$ cat src/rtl/wb_port_arbiter.sv
// Round-robin arbiter sharing the register-file write port between four result
// sources, with a pending-write scoreboard that flags RAW/WAW hazards to decode.
module wb_port_arbiter #(
  parameter int XLEN = 32,
  parameter int NSRC = 4
) (
  input  logic                 clk,
  input  logic                 rstn,
  input  logic [NSRC-1:0]      i_src_valid,
  input  logic [NSRC*5-1:0]    i_src_waddr,
  input  logic [NSRC*XLEN-1:0] i_src_wdata,
  output logic [NSRC-1:0]      o_src_ready,
  input  logic                 i_issue_valid,
  input  logic                 i_issue_wen,
  input  logic [4:0]           i_issue_rd,
  input  logic [4:0]           i_issue_rs1,
  input  logic [4:0]           i_issue_rs2,
  output logic                 o_issue_hazard,
  output logic                 o_rd_wvalid,
  output logic [4:0]           o_rd_waddr,
  output logic [XLEN-1:0]      o_rd_wdata,
  output logic                 o_idle
);

  localparam int PW = (NSRC > 1) ? $clog2(NSRC) : 1;

  logic [PW-1:0]   ptr;
  logic [PW-1:0]   gidx;
  logic [PW-1:0]   cand;
  logic            found;
  logic [4:0]      sel_addr;
  logic [XLEN-1:0] sel_data;
  logic [31:0]     pend;
  logic [31:0]     set_mask;
  logic [31:0]     clr_mask;

  // Scan sources starting at the pointer; the first valid one wins.
  always_comb begin
    o_src_ready = '0;
    gidx        = '0;
    found       = 1'b0;
    cand        = '0;
    for (int k = 0; k < NSRC; k++) begin
      cand = PW'((int'(ptr) + k) % NSRC);
      if (!found && i_src_valid[cand]) begin
        found             = 1'b1;
        gidx              = cand;
        o_src_ready[cand] = 1'b1;
      end
    end
  end

  assign sel_addr = i_src_waddr[gidx*5 +: 5];
  assign sel_data = i_src_wdata[gidx*XLEN +: XLEN];

  always_ff @(posedge clk or negedge rstn) begin
    if (!rstn) begin
      ptr <= '0;
    end else if (found) begin
      ptr <= (gidx == PW'(NSRC - 1)) ? '0 : gidx + 1'b1;
    end
  end

  // Writes to x0 are consumed but dropped, so address/data keep the last real write.
  always_ff @(posedge clk or negedge rstn) begin
    if (!rstn) begin
      o_rd_wvalid <= 1'b0;
      o_rd_waddr  <= '0;
      o_rd_wdata  <= '0;
    end else if (found && (sel_addr != 5'd0)) begin
      o_rd_wvalid <= 1'b1;
      o_rd_waddr  <= sel_addr;
      o_rd_wdata  <= sel_data;
    end else begin
      o_rd_wvalid <= 1'b0;
    end
  end

  assign o_issue_hazard = i_issue_valid &
                          (pend[i_issue_rs1] | pend[i_issue_rs2] | (i_issue_wen & pend[i_issue_rd]));

  always_comb begin
    set_mask = '0;
    clr_mask = '0;
    if (o_rd_wvalid) begin
      clr_mask[o_rd_waddr] = 1'b1;
    end
    if (i_issue_valid && i_issue_wen && !o_issue_hazard && (i_issue_rd != 5'd0)) begin
      set_mask[i_issue_rd] = 1'b1;
    end
  end

  // Set is applied after clear so a newly issued writer keeps its bit.
  always_ff @(posedge clk or negedge rstn) begin
    if (!rstn) begin
      pend <= '0;
    end else begin
      pend <= ((pend & ~clr_mask) | set_mask) & ~32'd1;
    end
  end

  assign o_idle = (pend == 32'd0) & ~o_rd_wvalid & ~(|i_src_valid);

endmodule

$ cat config.mk
export PLATFORM = sky130hd
export DESIGN_NAME = wb_port_arbiter
export DESIGN_NICKNAME = d
export VERILOG_FILES = /design/src/rtl/wb_port_arbiter.sv
export SDC_FILE = /design/constraint.sdc
export NUM_CORES = 1
export LEC_CHECK = 0
export CORE_AREA = 2 2 119 121
export DETAILED_ROUTE_END_ITERATION = 10
export DIE_AREA = 0 0 121 123
export PLACE_DENSITY = 0.77
export SLEW_MARGIN = 20
export SYNTH_ARGS = -nofsm -noshare
export SYNTH_HDL_FRONTEND = slang
export SYNTH_SLANG_ARGS = --single-unit
$ cat constraint.sdc
create_clock -name clk -period 10.6 [get_ports clk]
set_clock_uncertainty 0.1 [all_clocks]
set_input_delay 1.59 -clock clk [delete_from_list [all_inputs] [get_ports clk]]
set_output_delay 1.59 -clock clk [all_outputs]
set_load 0.01 [all_outputs]
Word-level counts from Yosys, hierarchy flattened
Cells that the tools add are included.
W data, S select, Z words.
{ "totals": {"inputBits": 171, "word_cells": 104, "out_inout_bits": 44, "register_bits": 71} }
{ "op_classes": {"bitwise": 14, "multipliers": 1, "add_sub_neg": 4, "reduce_logical": 21, "n_eq_ne": 1, "order_cmp": 14, "n_shift": 2, "n_mux": 42} }
{ "op_table": {"columns": ["cell", "count"], "rows": [
  ["$shiftx A128 B8 Y32", 1],
  ["$mux W32", 2],
  ["$and A32 B32 Y32", 1],
  ["$logic_not A32 Y1", 1],
  ["$not A32 Y32", 1],
  ["$or A32 B32 Y32", 1],
  ["$lt A5 B6 Y1 const B", 4],
  ["$shiftx A20 B6 Y5", 1],
  ["$mux W1", 18],
  ["$mux W4", 4],
  ["$bmux W1 S5", 3],
  ["$logic_and A1 B1 Y1", 13],
  ["$lt A2 B3 Y1 const B", 4],
  ["$or A4 B4 Y4", 3],
  ["$demux W1 S5", 2],
  ["$ge A5 B1 Y1 const B", 2],
  ["$mux W2", 5],
  ["$reduce_bool A5 Y1", 2],
  ["$bmux W1 S2", 4],
  ["$demux W1 S2", 4],
  ["$ge A2 B1 Y1 const B", 4],
  ["$mul A2 B3 Y5 const B", 1],
  ["$add A2 B1 Y2 const B", 2],
  ["$add A2 B2 Y2 const B", 2],
  ["other kinds (6)", 14]
]} }

Logic depth before layout (Yosys ltp)
Gate-level depths: netlist of run 1.
{ "depth": {"word_depth": 17, "mapped_depth": 14, "mapped_depth_nobuf": 10} }

Least setup slack after synthesis of run 1
No wires, ideal clock.
{ "synth_timing": {"path_kind": "input -> output", "from": "input i_issue_rs2[0]", "to": "output o_issue_hazard", "slack_ps": 5489, "cell_stages": 6, "required_time_ps": 8910, "n_path_buf": 1, "t_arrival_ps": 3421, "path_cell_list": "clkbuf_1 -> mux4_2 -> mux4_2 -> nor2b_1 -> o21ai_0 -> o21a_1"} }
{ "synth_between": {"elab_chain_len": 5} }
{ "synth_rtl": {"columns": ["element", "line", "source"], "rows": [
  ["start: declaration", "17", "input logic [4:0] i_issue_rs2,"],
  ["$bmux W1 S5", "80", "(pend[i_issue_rs1] | pend[i_issue_rs2] | (i_issue_wen & pend[i_issue_rd]));"],
  ["$mux W1 (not written as such)", "80", null],
  ["$or A1 B1 Y1 (2 in a row)", "80", null],
  ["$and A1 B1 Y1", "79", "assign o_issue_hazard = i_issue_valid &"],
  ["end: declaration", "18", "output logic o_issue_hazard,"]
]} }
No other way between the ends. The select of a mux whose other input is x is not followed.

Worst setup path after layout of run 1
{ "layout_timing": {"from": "input i_issue_rd[0]", "to": "output o_issue_hazard"} }
{ "layout_between": {"elab_chain_len": 5} }
{ "layout_rtl": {"columns": ["element", "line", "source"], "rows": [
  ["start: declaration", "15", "input logic [4:0] i_issue_rd,"],
  ["$bmux W1 S5", "80", null],
  ["$mux W1 (not written as such)", "80", null],
  ["$and A1 B1 Y1", "80", null],
  ["$or A1 B1 Y1", "80", null],
  ["$and A1 B1 Y1", "79", null]
]} }
No other way between the ends. The select of a mux whose other input is x is not followed.

==> results of run 1 <==
-- registers in the layout, summed over array words and instances, names as in the netlist --
signal / cells
pend: 31
o_rd_wdata: 32
ptr: 2
o_rd_wvalid: 1
o_rd_waddr: 5
-- logic make-up (layout without fill, tap and decap cells) --
kind of cell / count (synthesis) / after routing
mux: 74 / 74
xor+xnor: 2 / 2
flops: 71 / 71
other cells: 0 / 1
compound gates: 140 / 140
fa+ha+maj: 8 / 8
buf+inv: 53 / 249
simple gates: 244 / 244
-- placed cells by master (no fill, tap or decap), types with 10 or more instances in the layout --
master	instances
clkdlybuf4s50_1	213
nand2_1	145
o21ai_0	73
dfrtp_1	71
and3_1	32
a31oi_1	32
mux4_2	27
mux2_4	27
nand3_1	25
inv_1	16
mux2i_1	10
-- metal layers --
| layer | vias to the layer above | part of all wire [%] | GRT usage (%) | wire length, um |
|---|---|---|---|---|
| li1 | 2570 | - | - | - |
| met1 | 2665 | 39 | 31.9 | 7320 |
| met2 | 314 | 48 | 40.8 | 9050 |
| met3 | 63 | 10 | 7.06 | 1950 |
| met4 | 0 | 3.2 | 9.59 | 598 |
| met5 | - | 0 | 0 | 0 |
-- through the flow --
step	instance area [um2]	utilization (%)
global placement	7580	55.7
floorplan	5370	-
global route	7930	58.3
detailed placement	7580	55.7
CTS	7930	58.3
finish	7930	58.3
-- worst max-delay path: cells and delay by family --
| kind | cells | cell delay (ps) |
|---|---|---|
| buf+inv | 3 | 1440 |
| compound gates | 3 | 750 |
| mux | 1 | 590 |
-- final timing paths --
kind / start / end / slack, ps
setup / recovery: i_issue_rd[0] / o_issue_hazard / 4530
hold / removal: o_rd_wdata[31]$_DFFE_PN0P_ / o_rd_wdata[31]$_DFFE_PN0P_ / 410
max in group asynchronous: rstn / o_rd_wdata[7]$_DFFE_PN0P_ / 8550
min in group asynchronous: rstn / pend[20]$_DFF_PN0_ / 1270
hold reg to reg: o_rd_wdata[31]$_DFFE_PN0P_ / o_rd_wdata[31]$_DFFE_PN0P_ / 410
setup reg to reg: ptr[0]$_DFFE_PN0P_ / o_rd_wdata[1]$_DFFE_PN0P_ / 5680
-- power by group --
part / switching (W) / total, W / internal (W)
registers: 0.000185 / 0.000599 / 0.000415
logic: 0.000746 / 0.00152 / 0.000778
clock network: 0.000115 / 0.000350 / 0.000235
total: 0.00105 / 0.00247 / 0.00143
-- final cells by class --
cell class,instances,area [um2],area share [%]
diodes,1,2.50,0.0315
clock buffers,10,239,3.01
clock inverters,6,108,1.36
inverters,16,60.1,0.757
multi-input cells,468,3360,42.4
flip-flops and latches,71,1780,22.4
well taps,180,225,2.84
repair buffers,217,2160,27.3
==> results.yml, run 1 <==
placed_design:
  dp_slack_ps: 4570
  io_buffers: 214
  placedCellCount: 952
  routabilityCongestion: 0.995
  dp_hpwl_um: 14100
global_routing:
  gr-total-overflow: 0
  grt_usage_pct: 25.1
  grt_pass1_vias: 5369
  grt_pass1_wl_um: 28800
  antenna_found_initial: 1
  grt_max_degree: 72
power:
  total_power_w: 0.00247
  p_leak_nw: 3.30
  peakVddDrop_mv: 0.167
  power.density_mw_per_mm2: 312
clocking:
  clk_latency_ps: 330
  htree_levels: 3
  clock_sinks: 71
  cts_root_buffer: "clkbuf_16"
  cts_setup_buffers: 0
  clk_path_buf_depth: 2
  hold_buffers: 0
  cts_tree: "done"
  clk_pin_slew_ps: 50
  cts_made_buffers: 9
  cts_resized: 0
synthesis:
  synth_top_family_by_area: "multiplexers"
  syn_avg_cell_area_um2: 9.06
  seq_area_frac_synth_pct: 33.1
  synth_compound_area_share_pct: 16.0
  synth_edf_count: 0
  yosys.area_share.simple_pct: 21.4
  syn_inst: 592
  postSynth.asyncResetShare_pct: 100
  synth_seq_cells: 71
  synth_ff_type: "dfrtp_1"
  yosys_warnings: 0
  synth_top_cells_by_area: "dfrtp_1 33%, mux4_2 11%, nand2_1 10%"
  syn-cell-area_mm2: 0.00537
  yosysMostFrequentCell: "nand2_1"
  synth_mux_area_share_pct: 23.1
  yosys.area.top_type: "dfrtp_1"
  synth_top_area_share_pct: 33.1
  syn_nets: 771
  ys_types: 51
  synth_common_cells: "145 x nand2_1, 73 x o21ai_0, 71 x dfrtp_1"
  synth_adder_area_share_pct: 1.87
  synth_xor_area_share_pct: 0.326
floorplanning:
  fp-row-count: 43
  core_area_mm2: 0.0136
  start_util_pct: 39.4
  dieHeight_um: 123
  boundaryPins: 215
  die_area_mm2: 0.0149
  die_x_um: 121
critical_path:
  critPathKind: "input port to primary output"
  cp.arrival_ps: 4380
  worstRegToRegCells: 12
  path_max_fanout: 13
  critPathCaptureType: "primary output"
  cpMaxStageDelayCell: "clkdlybuf4s50_1"
  start_kind: "input port"
  required_ps: 8910
  cpPeakStageDelay_ps: 900
  path_cells: "clkdlybuf4s50_1 -> mux4_2 -> inv_1 -> o22ai_1 -> o41a_1 -> o21a_1 -> clkdlybuf4s50_1"
  crit_top_cell: "clkdlybuf4s50_1"
timing:
  hold_viol: 0
  period_share_pct: 57.3
  setup_ws_ps: 4530
  max-slew-margin-rel_pct: 38.0
  hold_slack_ps: 409
  period_minus_slack_ps: 6070
  tns_ps: 0
  setup_viol: 0
  worst_pin_slew_ps: 928
  max_freq_mhz: 165
  rsz0062_at_grt: "false"
  final-max-slew-violation-count: 0
finish:
  nNetsFinal: 962
  stdcell_count: 969
  fill_cells: 1145
  layout-drive-gt1-share_pct: 11.8
  syn2layout_area_growth_pct: 47.8
drt:
  drtIter0Drc: 371
  wl_um: 18900
  detail-route-antenna-nets: 0
  via_count: 5612
  wl_per_cell_um: 19.5
  drc: 0
  viasPerCell: 5.79
  first_pass_iters: 5
status:
  status: "finished, final reports clean"
run:
  maxCapViolCount: 0
min_path:
  whs_path_depth: 1
  hold_path_class: "flip-flop to flip-flop"
No activity file was read; power rests on OpenSTA's default activity.
==> inputs of run 2 (changes only) <==
--- a/config.mk
+++ b/config.mk
@@ -8,7 +8,7 @@
 export CORE_AREA = 2 2 119 121
 export DETAILED_ROUTE_END_ITERATION = 10
 export DIE_AREA = 0 0 121 123
-export PLACE_DENSITY = 0.77
+export PLACE_DENSITY = 0.8
 export SLEW_MARGIN = 20
 export SYNTH_ARGS = -nofsm -noshare
 export SYNTH_HDL_FRONTEND = slang
==> constraint.sdc (replaced) <==
create_clock -name clk -period 5.55 [get_ports clk]
set_clock_uncertainty 0.1 [all_clocks]
set_input_delay 0.8325 -clock clk [delete_from_list [all_inputs] [get_ports clk]]
set_output_delay 0.8325 -clock clk [all_outputs]
set_load 0.01 [all_outputs]
==> run 2 against run 1 <==
  * Sequential power increased by 77%
  * Non-clock buffer count is 5 higher
  * Worst setup slack got worse by 3500 ps
  * Core utilization fell by 0.055 points
  * Critical path type unchanged
  * Critical endpoint unchanged
  * Largest cell class unchanged
  * Highest routed layer unchanged
==> results.yml, run 2 (same netlist as run 1, synthesis figures left out) <==
critical_path:
  crit_top_cell: "clkdlybuf4s50_1"
  reg2reg_slack_ps: 1210
  path_cells: "clkdlybuf4s50_1 -> mux4_2 -> inv_1 -> o22ai_1 -> o41a_1 -> o21a_1 -> clkdlybuf4s50_1"
  required_ps: 4620
  start_kind: "input port"
  critPathCaptureType: "primary output"
  cpMaxStageDelayCell: "clkdlybuf4s50_1"
  critPathKind: "input port to primary output"
  cp.arrival_ps: 3610
  cpPeakStageDelay_ps: 930
  path_max_fanout: 13
clocking:
  hold_buffers: 0
  clock_sinks: 71
  clk_latency_ps: 330
  htree_levels: 3
  clk_pin_slew_ps: 60
  cts_made_buffers: 9
  cts_setup_buffers: 0
  cts_root_buffer: "clkbuf_16"
  cts_resized: 0
  clk_path_buf_depth: 2
  cts_tree: "done"
finish:
  mostFrequentLayoutCells: "213 x clkdlybuf4s50_1, 145 x nand2_1, 73 x o21ai_0"
  nNetsFinal: 967
  fin_area_mm2: 0.00793
  reg_top3: "o_rd_wdata x32, pend x31, o_rd_waddr x5"
  layout-drive-gt1-share_pct: 12.4
  largest_reg_flops: 32
  top_register: "o_rd_wdata"
  regArea_mm2: 0.00178
  fin_util_pct: 58.2
  syn2layout_area_growth_pct: 47.7
  mostFrequentLayoutCell: "clkdlybuf4s50_1"
  fill_cells: 1199
  n_antenna_cell: 0
  multi_input_area_mm2: 0.00336
global_routing:
  gr-total-overflow: 0
  grt_pass1_wl_um: 27800
  grt_pass1_vias: 5299
  antenna_found_initial: 0
  grt_max_degree: 72
  grt_usage_pct: 24.1
power:
  peakVddDrop_mv: 0.314
  p_leak_nw: 3.30
  power.density_mw_per_mm2: 582
run:
  maxCapViolCount: 0
floorplanning:
  die_area_mm2: 0.0149
  core_area_mm2: 0.0136
  fp-row-count: 43
  boundaryPins: 215
  die_x_um: 121
  start_util_pct: 39.4
  dieHeight_um: 123
timing:
  setup_viol: 0
  max-slew-margin-rel_pct: 40.8
  period_minus_slack_ps: 4540
  setup_ws_ps: 1010
  max_freq_mhz: 220
  period_share_pct: 81.8
  rsz0062_at_grt: "false"
  final-max-slew-violation-count: 0
  hold_viol: 0
  tns_ps: 0
  worst_pin_slew_ps: 888
status:
  status: "finished, final reports clean"
placed_design:
  io_buffers: 214
  dp_hpwl_um: 13700
  dp_slack_ps: 726
  placed_cell_area_mm2: 0.00762
  routabilityCongestion: 0.898
drt:
  detail-route-antenna-nets: 0
  drtIter0Drc: 430
  drc: 0
  viasPerCell: 5.66
  wl_um: 17900
  first_pass_iters: 7
  wl_per_cell_um: 18.4
  via_count: 5509
min_path:
  hold_path_class: "flip-flop to flip-flop"
==> run 2: cell types whose count changed in the layout (fill, tap and decap cells not counted) <==
cell,change
buf_4,+5
inv_6,+3
bufinv_16,-2
clkinv_2,-2
clkinvlp_4,+2
clkbuf_8,-1
diode_2,-1
==> run 2: final timing paths <==
| kind | start | endpoint | cells past startpoint |
|---|---|---|---|
| worst max-delay path | i_issue_rd[0] | o_issue_hazard | 7 |
| worst min-delay path | o_rd_wdata[0]$_DFFE_PN0P_ | o_rd_wdata[0]$_DFFE_PN0P_ | 1 |
| worst max register to register | ptr[0]$_DFFE_PN0P_ | o_rd_wdata[17]$_DFFE_PN0P_ | 12 |
| worst min register to register | o_rd_wdata[0]$_DFFE_PN0P_ | o_rd_wdata[0]$_DFFE_PN0P_ | 1 |
| max in group asynchronous | rstn | o_rd_wdata[11]$_DFFE_PN0P_ | 1 |
| min in group asynchronous | rstn | pend[16]$_DFF_PN0_ | 1 |
==> run 2: final cells by class <==
type | count | share of cell area, %
Sequential cell | 71 | 22.4
Timing Repair Buffer | 222 | 27.8
Clock buffer | 9 | 2.84
Multi-Input combinational cell | 468 | 42.4
Inverter | 16 | 0.758
Clock inverter | 7 | 0.994
Tap cell | 180 | 2.84
==> run 2: worst max-delay path, delay by kind of cell <==
kind | cells | cell delay (ps)
buffers and inverters | 3 | 1460
multiplexers | 1 | 590
AO/OA/AOI/OAI | 3 | 730
==> run 2: routing by layer <==
layer  wire length [um]  GRT usage [%]  vias up
li1                   -              -     2573
met1               6820           29.3     2608
met2               8910           40.6      289
met3               1640           7.01       39
met4                567           9.45        0
met5                  0              0        -
==> run 2: power breakdown <==
| group | internal [W] | switching, W | leakage [nW] |
|---|---|---|---|
| Combinational | 0.00151 | 0.00145 | 2.30 |
| Clock | 0.000352 | 0.000234 | 0.139 |
| Sequential | 0.000793 | 0.000271 | 0.857 |
==> run 2: metrics by stage <==
| step | hold WS (ps) | cells | total power (W) |
|---|---|---|---|
| final | 405 | 973 | 0.00462 |
| after global placement | 389 | 957 | 0.00396 |
| after global routing | 424 | 973 | 0.00495 |
| after CTS | 410 | 973 | 0.00463 |
| after floorplan | 423 | 592 | 0.00303 |
| after detailed placement | 396 | 957 | 0.00403 |
==> inputs of run 3 (changes only) <==
--- a/config.mk
+++ b/config.mk
@@ -8,7 +8,7 @@
 export CORE_AREA = 2 2 119 121
 export DETAILED_ROUTE_END_ITERATION = 10
 export DIE_AREA = 0 0 121 123
-export PLACE_DENSITY = 0.8
+export PLACE_DENSITY = 0.77
 export SLEW_MARGIN = 20
 export SYNTH_ARGS = -nofsm -noshare
 export SYNTH_HDL_FRONTEND = slang
==> constraint.sdc (replaced) <==
create_clock -name clk -period 4.5 [get_ports clk]
set_clock_uncertainty 0.1 [all_clocks]
set_input_delay 0.675 -clock clk [delete_from_list [all_inputs] [get_ports clk]]
set_output_delay 0.675 -clock clk [all_outputs]
set_load 0.01 [all_outputs]
==> run 3 against run 2 <==
  * First-iteration DRC count shrank 2.1%
  * Sequential share of layout area is 0.14 points lower
  * Worst hold slack lost 52 ps
  * Via count rose by 2.1%
  * Register-to-register slack worse by 560 ps
  * Clock power up 30%
  * Largest power group unchanged
  * Highest routed layer unchanged
==> results.yml, run 3 (same netlist as run 1, synthesis figures left out) <==
placed_design:
  dp_hpwl_um: 14100
  routabilityCongestion: 0.981
  io_buffers: 214
  placedCellCount: 959
floorplanning:
  die_x_um: 121
  core_area_mm2: 0.0136
  dieHeight_um: 123
  die_area_mm2: 0.0149
  start_util_pct: 39.4
  boundaryPins: 215
  fp-row-count: 43
drt:
  via_count: 5625
  wl_um: 18400
  drc: 0
  detail-route-antenna-nets: 0
  wl_per_cell_um: 18.9
  first_pass_iters: 5
  drtIter0Drc: 421
  viasPerCell: 5.76
timing:
  period_minus_slack_ps: 4140
  setup_viol: 0
  max-slew-margin-rel_pct: 41.1
  worst_pin_slew_ps: 883
  hold_viol: 0
  max_freq_mhz: 242
  period_share_pct: 91.9
  final-max-slew-violation-count: 0
  rsz0062_at_grt: "false"
  tns_ps: 0
power:
  power.density_mw_per_mm2: 723
  peakVddDrop_mv: 0.525
  internal-power_w: 0.00333
  p_switching_w: 0.00243
  p_leak_nw: 3.33
  p_sw_share_pct: 42.2
  clock_power_share_pct: 13.3
  power_frac_comb_pct: 63.7
  p_seq_share_pct: 23.0
clocking:
  cts_resized: 0
  cts_made_buffers: 9
  clock_sinks: 71
  cts_setup_buffers: 0
  clk_path_buf_depth: 2
  hold_buffers: 0
  clk_pin_slew_ps: 60
  cts_tree: "done"
  cts_root_buffer: "clkbuf_16"
  htree_levels: 3
  clk_latency_ps: 320
global_routing:
  grt_pass1_wl_um: 29000
  gr-total-overflow: 0
  grt_max_degree: 72
  antenna_found_initial: 0
  grt_pass1_vias: 5465
  grt_usage_pct: 24.7
finish:
  largest_reg_flops: 32
  mostFrequentLayoutCells: "213 x clkdlybuf4s50_1, 145 x nand2_1, 73 x o21ai_0"
  syn2layout_area_growth_pct: 48.6
  stdcell_count: 976
  mostFrequentLayoutCell: "clkdlybuf4s50_1"
  nNetsFinal: 969
  layout-drive-gt1-share_pct: 12.5
  top_register: "o_rd_wdata"
  fill_cells: 1142
  reg_top3: "o_rd_wdata x32, pend x31, o_rd_waddr x5"
critical_path:
  cpMaxStageDelayCell: "clkdlybuf4s50_1"
  critPathKind: "input port to primary output"
  cpPeakStageDelay_ps: 660
  critPathCaptureType: "primary output"
  cp_top_family: "buffers and inverters"
  timing.critical_path.buf_inv: 3
  cp.arrival_ps: 3360
  path_max_fanout: 5
  start_kind: "input port"
  required_ps: 3720
  path_cells: "clkdlybuf4s50_1 -> buf_4 -> mux4_2 -> mux4_2 -> nor2_1 -> o21ai_0 -> o21a_1 -> clkdlybuf4s50_1"
run:
  maxCapViolCount: 0
min_path:
  hold_path_class: "input port to async pin"
status:
  status: "finished, final reports clean"
-- run 3: cell count changes in the layout (fill, tap and decap cells not counted) --
cell,before,now
inv_6,3,1
clkinvlp_4,3,1
bufinv_16,1,2
buf_12,0,1
clkbuf_1,0,1
buf_4,9,10
diode_2,0,1
clkinv_4,0,2
-- run 3: final cells by class --
type                            count  area (um2)  area share [%]
Sequential cell                    71        1780            22.3
Clock buffer                       10         229            2.87
Clock inverter                      6        93.8            1.18
Tap cell                          180         225            2.82
Timing Repair Buffer              224        2230            27.9
Multi-Input combinational cell    468        3360            42.1
Inverter                           16        60.1           0.753
Antenna cell                        1        2.50          0.0314
-- run 3: metal layers --
metal	routed length, um	share of wire (%)	track usage, %	up-vias
li1	-	-	-	2584
met1	7240	39	31.5	2686
met2	9070	49	41.9	311
met3	1610	8.7	5.63	44
met4	507	2.8	7.78	0
met5	0	0	0	-
-- run 3: metrics by stage --
step	util (%)	setup WS, ps	total power [W]	area, um2	hold WS [ps]
6_report	58.6	365	0.00577	7980	354
5_1_grt	58.6	270	0.00617	7970	435
4_1_cts	58.6	354	0.00576	7970	406
3_5_place_dp	56.2	363	0.00498	7650	395
3_3_place_gp	56.2	370	0.00484	7650	393
2_1_floorplan	-	788	0.00374	5370	279
-- run 3: worst register-to-register path, delay by kind of cell, from the launching register on --
kind | cells | cell delay [ps]
buffers and inverters | 3 | 730
adders and majority gates | 1 | 440
DFF | 1 | 320
and+or+nand+nor | 2 | 300
AOI/OAI and AO/OA | 3 | 690
muxes | 3 | 1150
-- run 3: power groups by stage --
stage	clock, W	sequential [W]	combinational, W
after floorplan	0	0.00129	0.00245
after global placement	0	0.00131	0.00354
after detailed placement	0	0.00131	0.00367
after CTS	0.000776	0.00131	0.00367
after global routing	0.000806	0.00137	0.00400
final	0.000766	0.00132	0.00368
-- run 3: final timing paths --
kind	start	endpoint	cells after the start	slack, ps
min	rstn	pend[20]$_DFF_PN0_	1	350
max reg2reg	ptr[0]$_DFFE_PN0P_	o_rd_wdata[31]$_DFFE_PN0P_	12	650
min in group clk	o_rd_wdata[1]$_DFFE_PN0P_	o_rd_wdata[1]$_DFFE_PN0P_	1	410
min reg2reg	o_rd_wdata[1]$_DFFE_PN0P_	o_rd_wdata[1]$_DFFE_PN0P_	1	410
max	i_issue_rs2[0]	o_issue_hazard	8	360
max in group asynchronous	rstn	o_rd_wdata[1]$_DFFE_PN0P_	1	3350
